[src/rtl/seven_seg_pkg.sv]
// rtl/seven_seg_pkg.sv - glyph table and nibble-to-segment helper for the scan driver
package seven_seg_pkg;

    // Segment order is a..g from index 0; all glyphs are active-low.
    localparam logic [0:6] SEG_0     = 7'b0000001;
    localparam logic [0:6] SEG_1     = 7'b1001111;
    localparam logic [0:6] SEG_2     = 7'b0010010;
    localparam logic [0:6] SEG_3     = 7'b0000110;
    localparam logic [0:6] SEG_4     = 7'b1001100;
    localparam logic [0:6] SEG_5     = 7'b0100100;
    localparam logic [0:6] SEG_6     = 7'b0100000;
    localparam logic [0:6] SEG_7     = 7'b0001111;
    localparam logic [0:6] SEG_8     = 7'b0000000;
    localparam logic [0:6] SEG_9     = 7'b0000100;
    localparam logic [0:6] SEG_A     = 7'b0001000;
    localparam logic [0:6] SEG_B     = 7'b1100000;
    localparam logic [0:6] SEG_C     = 7'b0110001;
    localparam logic [0:6] SEG_D     = 7'b1000010;
    localparam logic [0:6] SEG_E     = 7'b0110000;
    localparam logic [0:6] SEG_F     = 7'b0111000;
    localparam logic [0:6] SEG_BLANK = 7'b1111111;

    function automatic logic [0:6] hex_to_seg(input logic [3:0] nibble);
        case (nibble)
            4'h0:    return SEG_0;
            4'h1:    return SEG_1;
            4'h2:    return SEG_2;
            4'h3:    return SEG_3;
            4'h4:    return SEG_4;
            4'h5:    return SEG_5;
            4'h6:    return SEG_6;
            4'h7:    return SEG_7;
            4'h8:    return SEG_8;
            4'h9:    return SEG_9;
            4'hA:    return SEG_A;
            4'hB:    return SEG_B;
            4'hC:    return SEG_C;
            4'hD:    return SEG_D;
            4'hE:    return SEG_E;
            default: return SEG_F;
        endcase
    endfunction

endpackage

[src/rtl/seven_seg_hex_decoder.sv]
// rtl/seven_seg_hex_decoder.sv - combinational hex nibble to active-low segment decoder
module seven_seg_hex_decoder
    import seven_seg_pkg::*;
(
    input  logic [3:0] nibble,
    output logic [0:6] seg
);

    assign seg = hex_to_seg(nibble);

endmodule

[src/rtl/seven_seg_scan_driver.sv]
// rtl/seven_seg_scan_driver.sv - multiplexed hex display driver with frame-synchronous double buffering
// Optional leading-zero suppression: define SEVEN_SEG_LZ_BLANK_EN.
module seven_seg_scan_driver
    import seven_seg_pkg::*;
#(
    parameter int NUM_DIGITS   = 4,
    parameter int REFRESH_DIV  = 100000,
    parameter int BLANK_CYCLES = 2
) (
    input  logic                    clk,
    input  logic                    rst_n,
    input  logic [4*NUM_DIGITS-1:0] value,
    input  logic [NUM_DIGITS-1:0]   dp,
    input  logic [NUM_DIGITS-1:0]   digit_en,
    input  logic                    load,
    output logic                    update_pending,
    output logic [0:6]              seg,
    output logic                    dp_n,
    output logic [NUM_DIGITS-1:0]   an,
    output logic                    frame_tick
);

    localparam int PW = $clog2(REFRESH_DIV);
    localparam int IW = (NUM_DIGITS > 1) ? $clog2(NUM_DIGITS) : 1;
    localparam int VW = 4 * NUM_DIGITS;
    localparam logic [PW-1:0] PRE_LAST = PW'(REFRESH_DIV - 1);
    localparam logic [PW-1:0] BLANK_P  = PW'(BLANK_CYCLES);
    localparam logic [IW-1:0] IDX_LAST = IW'(NUM_DIGITS - 1);

    logic [PW-1:0]         prescaler;
    logic [IW-1:0]         idx;
    logic                  slot_end;
    logic                  frame_wrap;
    logic                  in_blank;

    logic [VW-1:0]         pend_value, act_value;
    logic [NUM_DIGITS-1:0] pend_dp, act_dp;
    logic [NUM_DIGITS-1:0] pend_en, act_en;
    logic [NUM_DIGITS-1:0] eff_en;

    logic [3:0]            sel_nibble;
    logic                  sel_dp;
    logic                  sel_en;
    logic [0:6]            dec_seg;

    assign slot_end   = (prescaler == PRE_LAST);
    assign frame_wrap = slot_end && (idx == IDX_LAST);

    always_ff @(posedge clk) begin
        if (!rst_n) begin
            prescaler  <= '0;
            idx        <= '0;
            frame_tick <= 1'b0;
        end else begin
            prescaler  <= slot_end ? '0 : prescaler + 1'b1;
            if (slot_end) begin
                idx <= (idx == IDX_LAST) ? '0 : idx + 1'b1;
            end
            frame_tick <= frame_wrap;
        end
    end

    // Active takes the old pending contents even when a load lands on the wrap edge.
    always_ff @(posedge clk) begin
        if (!rst_n) begin
            pend_value     <= '0;
            pend_dp        <= '0;
            pend_en        <= '0;
            act_value      <= '0;
            act_dp         <= '0;
            act_en         <= '0;
            update_pending <= 1'b0;
        end else begin
            if (load) begin
                pend_value <= value;
                pend_dp    <= dp;
                pend_en    <= digit_en;
            end
            if (frame_wrap && update_pending) begin
                act_value <= pend_value;
                act_dp    <= pend_dp;
                act_en    <= pend_en;
            end
            update_pending <= load | (update_pending & ~frame_wrap);
        end
    end

`ifdef SEVEN_SEG_LZ_BLANK_EN
    logic [NUM_DIGITS-1:0] lz_keep;
    logic                  lz_run;

    always_comb begin
        lz_keep = '1;
        lz_run  = 1'b1;
        for (int i = NUM_DIGITS - 1; i >= 1; i--) begin
            if (lz_run && (act_value[4*i +: 4] == 4'h0) && !act_dp[i]) begin
                lz_keep[i] = 1'b0;
            end else begin
                lz_run = 1'b0;
            end
        end
    end

    assign eff_en = act_en & lz_keep;
`else
    assign eff_en = act_en;
`endif

    always_comb begin
        sel_nibble = 4'h0;
        sel_dp     = 1'b0;
        sel_en     = 1'b0;
        for (int i = 0; i < NUM_DIGITS; i++) begin
            if (idx == IW'(i)) begin
                sel_nibble = act_value[4*i +: 4];
                sel_dp     = act_dp[i];
                sel_en     = eff_en[i];
            end
        end
    end

    generate
        if (BLANK_CYCLES == 0) begin : g_no_dead
            assign in_blank = 1'b0;
        end else begin : g_dead
            assign in_blank = (prescaler < BLANK_P);
        end
    endgenerate

    seven_seg_hex_decoder u_dec (
        .nibble (sel_nibble),
        .seg    (dec_seg)
    );

    always_ff @(posedge clk) begin
        if (!rst_n) begin
            an   <= '1;
            seg  <= SEG_BLANK;
            dp_n <= 1'b1;
        end else begin
            an   <= in_blank ? '1 : ~(NUM_DIGITS'(1) << idx);
            seg  <= sel_en ? dec_seg : SEG_BLANK;
            dp_n <= ~(sel_dp & sel_en);
        end
    end

endmodule

[config.mk]
export PLATFORM = sky130hd
export DESIGN_NAME = seven_seg_scan_driver
export DESIGN_NICKNAME = d
export VERILOG_FILES = /design/src/rtl/seven_seg_pkg.sv /design/src/rtl/seven_seg_hex_decoder.sv /design/src/rtl/seven_seg_scan_driver.sv
export SDC_FILE = /design/constraint.sdc
export NUM_CORES = 1
export LEC_CHECK = 0
export CORE_UTILIZATION = 42
export DETAILED_ROUTE_END_ITERATION = 10
export GPL_ROUTABILITY_DRIVEN = 0
export HOLD_SLACK_MARGIN = 0.06
export SLEW_MARGIN = 20
export SYNTH_ARGS = -nofsm -noshare
export SYNTH_HDL_FRONTEND = slang
export SYNTH_SLANG_ARGS = --single-unit
[constraint.sdc]
create_clock -name clk -period 3.7 [get_ports clk]
set_input_delay 0.555 -clock clk [delete_from_list [all_inputs] [get_ports clk]]
set_output_delay 0.555 -clock clk [all_outputs]
set_load 0.02 [all_outputs]
==> impl_summary.txt <==
----------------------------------------------------
[Run status]
  Run status ... completed

[GRT]
  Pin count of the biggest net entering global routing ... 39
  All-Layer GR Usage ... 17.2%
  GR Overflow Total ... 0
  Global-route track usage on met3 ... 3.38%
  Global routing's busiest layer ... met2
  Met2 layer usage reported by global route ... between 20% and 30%
  Number of antenna violations at the first check in global routing ... 0
  Number of global-route vias before repair ... 2549
  Wire length of the first global-routing pass ... 11.9 mm
  Fraction of met1 tracks used by global routing ... 23.3%

[STA]
  Fin. max-slew vios ... 0
  Minimum clock period ... around 2600 ps
  Worst setup margin ... 1080 ps
  RSZ-0062 raised after global routing ... false
  Top achievable clock speed ... 382 MHz
  Number of failing setup endpoints in the final timing report ... 0
  Clock skew after layout ... 7.94 ps
  Worst slew margin relative to its limit ... 41.0%
  Setup TNS ... 0 ps
  Transition time of the tightest slew-check pin ... 883 ps
  Final hold violations ... 0
  Ratio of final minimum period to clock period ... 70.8%

[Cells and area]
  Share of final-layout standard cells stronger than drive strength 1 ... between 5 and 6%
  Count of nets after finishing ... 461
  Number of fillers in the final layout ... 799
  Antenna fix cells ... 0
  Area grow syn2layout ... 15.6%

[Clock network]
  Number of buffers on the longest clock path ... 2
  Post-CTS clock slew at the launch and capture registers of the worst setup and hold paths ... 80 ps
  TritonCTS clock tree ... built
  Post-CTS Repair Setup Buffers ... 0
  Root Buffer ... sky130_fd_sc_hd__clkbuf_8
  Clock sink count ... 81
  Latest clock arrival within the worst-skew pair ... about 340 ps
  Post-cts sizing count ... 0
  CTS Hold Bufs ... 0
  H-tree level count ... 3
  Clock buffers created by TritonCTS ... 9

[Die]
  Vertical die dimension ... 94.6 um
  DIE AREA ... 8940 um2
  Die width ... 94.6 um
  Effective utilization at floorplan ... between 40 and 50%
  Std-Cell Core Area ... 8260 um2
  Top Ports ... a little over 40
  Count of standard-cell rows ... 33

[Drt]
  Post-Route WL ... 6.84 mm
  Routed via count ... 2664
  Length of the first detailed-routing pass in iterations ... 4
  Number of nets with antenna violations after routing ... 0
  Detailed Route Iter0 Violations ... 123
  Post-detailed-route via-to-cell ratio ... 5.00
  Detailed-route DRC error count ... 0
  Average wire per cell in the routed design ... 12.8 um

[Critical path]
  Worst-path fanout max ... 21
  Setup Crit Path Kind ... flip-flop to flip-flop
  Data required time at the worst endpoint ... 3970 ps
  Kind of end point of the critical path ... flip-flop
  WP data arrival ... between 2000 and 3000 ps
  Critical Path Source Type ... flip-flop

[Synth]
  Share of synthesized area occupied by flip-flops and latches ... 45.1%
  Post-Synth Simple-Gate Area ... 27.3%
  Nets in the synthesized netlist ... 432
  Dominant combinational cell family by area after synthesis ... simple AND/OR/NAND/NOR gates
  Synthesized-area fraction occupied by ao, oa, aoi and oai cells ... between 6 and 7%
  Netlist cell types ... 45
  Parity-gate share of the synthesized area counting xor and xnor cells ... 3.65%
  Count of flip-flops with a built-in enable after synthesis ... 0
  Post-synthesis adder-cell area fraction ... 3.82%
  Dominant synthesized flop cell ... sky130_fd_sc_hd__dfxtp_1
  Total of flip-flops plus latches after synthesis ... 81
  Post-synthesis area per instance ... 9.13 um2
  Post-synthesis mux area share ... 7.82%
  Share of synthesized registers carrying an async set or reset ... 0%
  YS warnings ... 0
  Netlist area before placement ... 3600 um2
  Number of standard cells after synthesis ... ~390

[Pwr]
  Cell leakage power ... around 1.7 nW
  Power density over the cells ... 378 nW/um2
  Total design power ... approximately 1.6 mW
  Maximum vdd ir drop ... 0.000188 V

[Placement]
  HPWL reported at the end of detailed placement ... 4.64 mm
  Worst setup timing slack at the placement stage ... 1090 ps
  Buffers on Ports ... 40

[Worst hold path]
  Class of the tightest hold or removal check ... flip-flop to flip-flop

[Flow run]
  Maxcap violations ... 0

----------------------------------------------------
==> final timing paths <==
path,slack [ps],start,endpoint,cells after the start
worst max register to register,1080,idx[0]$_SDFFE_PN0N_,seg[4]$_SDFF_PN1_,5
worst min-delay path,450,act_dp[0]$_SDFFE_PN0P_,act_dp[0]$_SDFFE_PN0P_,2
worst min register to register,450,act_dp[0]$_SDFFE_PN0P_,act_dp[0]$_SDFFE_PN0P_,2
worst max-delay path,1080,idx[0]$_SDFFE_PN0N_,seg[4]$_SDFF_PN1_,5
==> per-stage QoR <==
stage	instance area (um2)	cells	hold WS, ps	utilization, %
2_1_floorplan	3600	394	426	-
3_3_place_gp	3990	517	437	48.3
3_5_place_dp	3990	517	443	48.3
4_1_cts	4160	533	454	50.4
5_1_grt	4160	533	475	50.4
6_report	4160	533	449	50.4
==> registers in the layout, summed over array words and instances, names as in the netlist <==
register / flops
act_dp: 4
act_en: 4
act_value: 16
an: 4
dp_n: 1
frame_tick: 1
idx: 2
pend_dp: 4
pend_en: 4
pend_value: 16
prescaler: 17
seg: 7
update_pending: 1
==> synthesized netlist by cell type, types with 8 or more instances <==
library cell	count	area [um2]
sky130_fd_sc_hd__buf_2	9	45.0
sky130_fd_sc_hd__nor2b_1	32	200
sky130_fd_sc_hd__xnor2_1	9	78.8
sky130_fd_sc_hd__a21oi_1	9	45.0
sky130_fd_sc_hd__ha_1	11	138
sky130_fd_sc_hd__mux2i_1	27	270
sky130_fd_sc_hd__dfxtp_1	81	1620
sky130_fd_sc_hd__nand3_1	47	235
sky130_fd_sc_hd__nand2_1	47	176
sky130_fd_sc_hd__inv_1	15	56.3
sky130_fd_sc_hd__nor3_1	8	40.0
sky130_fd_sc_hd__nor2_1	24	90.1
==> critical path: stages (launching register included) <==
cell	delay, ps
sky130_fd_sc_hd__dfxtp_1	410
sky130_fd_sc_hd__ha_1	630
sky130_fd_sc_hd__nor2_1	170
sky130_fd_sc_hd__a311oi_2	770
sky130_fd_sc_hd__mux2_2	410
sky130_fd_sc_hd__o211ai_1	150
==> metal layers <==
layer,part of all wire [%],vias to the layer above
met3,3.5,15
met2,42,51
met4,2.5,0
met1,52,1198
li1,-,1400
met5,0,-
==> placed cells by master (no fill, tap or decap), types with 2 or more instances in the layout <==
cell / count
sky130_fd_sc_hd__ha_1: 11
sky130_fd_sc_hd__or4_1: 2
sky130_fd_sc_hd__and4_1: 3
sky130_fd_sc_hd__nand3_1: 47
sky130_fd_sc_hd__clkinv_2: 3
sky130_fd_sc_hd__clkbuf_8: 11
sky130_fd_sc_hd__a221o_1: 3
sky130_fd_sc_hd__clkdlybuf4s50_1: 39
sky130_fd_sc_hd__nand4_1: 4
sky130_fd_sc_hd__nand3b_1: 5
sky130_fd_sc_hd__nor4_4: 2
sky130_fd_sc_hd__a21oi_1: 9
sky130_fd_sc_hd__a211oi_1: 4
sky130_fd_sc_hd__clkbuf_1: 2
sky130_fd_sc_hd__nor3b_1: 4
sky130_fd_sc_hd__nor2_1: 24
sky130_fd_sc_hd__buf_4: 2
sky130_fd_sc_hd__nor2b_1: 32
sky130_fd_sc_hd__nand2_1: 47
sky130_fd_sc_hd__and3_1: 2
sky130_fd_sc_hd__mux2i_1: 27
sky130_fd_sc_hd__dfxtp_1: 81
sky130_fd_sc_hd__nor3_1: 8
sky130_fd_sc_hd__xor2_1: 6
sky130_fd_sc_hd__xnor2_1: 9
sky130_fd_sc_hd__o211ai_1: 4
sky130_fd_sc_hd__inv_1: 15
sky130_fd_sc_hd__and2_1: 3
sky130_fd_sc_hd__o21ai_0: 4
==> power by group <==
part / internal (mW) / leakage, nW / total [mW] / switching, mW
Clock: 0.278 / 0.0932 / 0.577 / 0.299
Sequential: 0.891 / 0.659 / 0.904 / 0.0123
Combinational: 0.0525 / 0.906 / 0.0934 / 0.0409
Total: 1.22 / 1.66 / 1.57 / 0.352
==> cell families after synthesis <==
group | Yosys count
and+or+nand+nor | 187
xor gates and xnor gates | 15
AOI/OAI and AO/OA | 33
buffers and inverters | 39
DFF | 81
adders and majority gates | 11
muxes | 28
==> area by class of cell <==
| type | instances | area [um2] | share of cell area (%) |
|---|---|---|---|
| clock inverter | 3 | 15.0 | 0.361 |
| inverter | 15 | 56.3 | 1.35 |
| sequential | 81 | 1620 | 39.0 |
| clock buffer | 13 | 159 | 3.82 |
| timing repair buffer | 42 | 410 | 9.86 |
| multi-input combinational | 274 | 1770 | 42.5 |
| tap | 105 | 131 | 3.16 |
(Power assumes the default switching activity.)
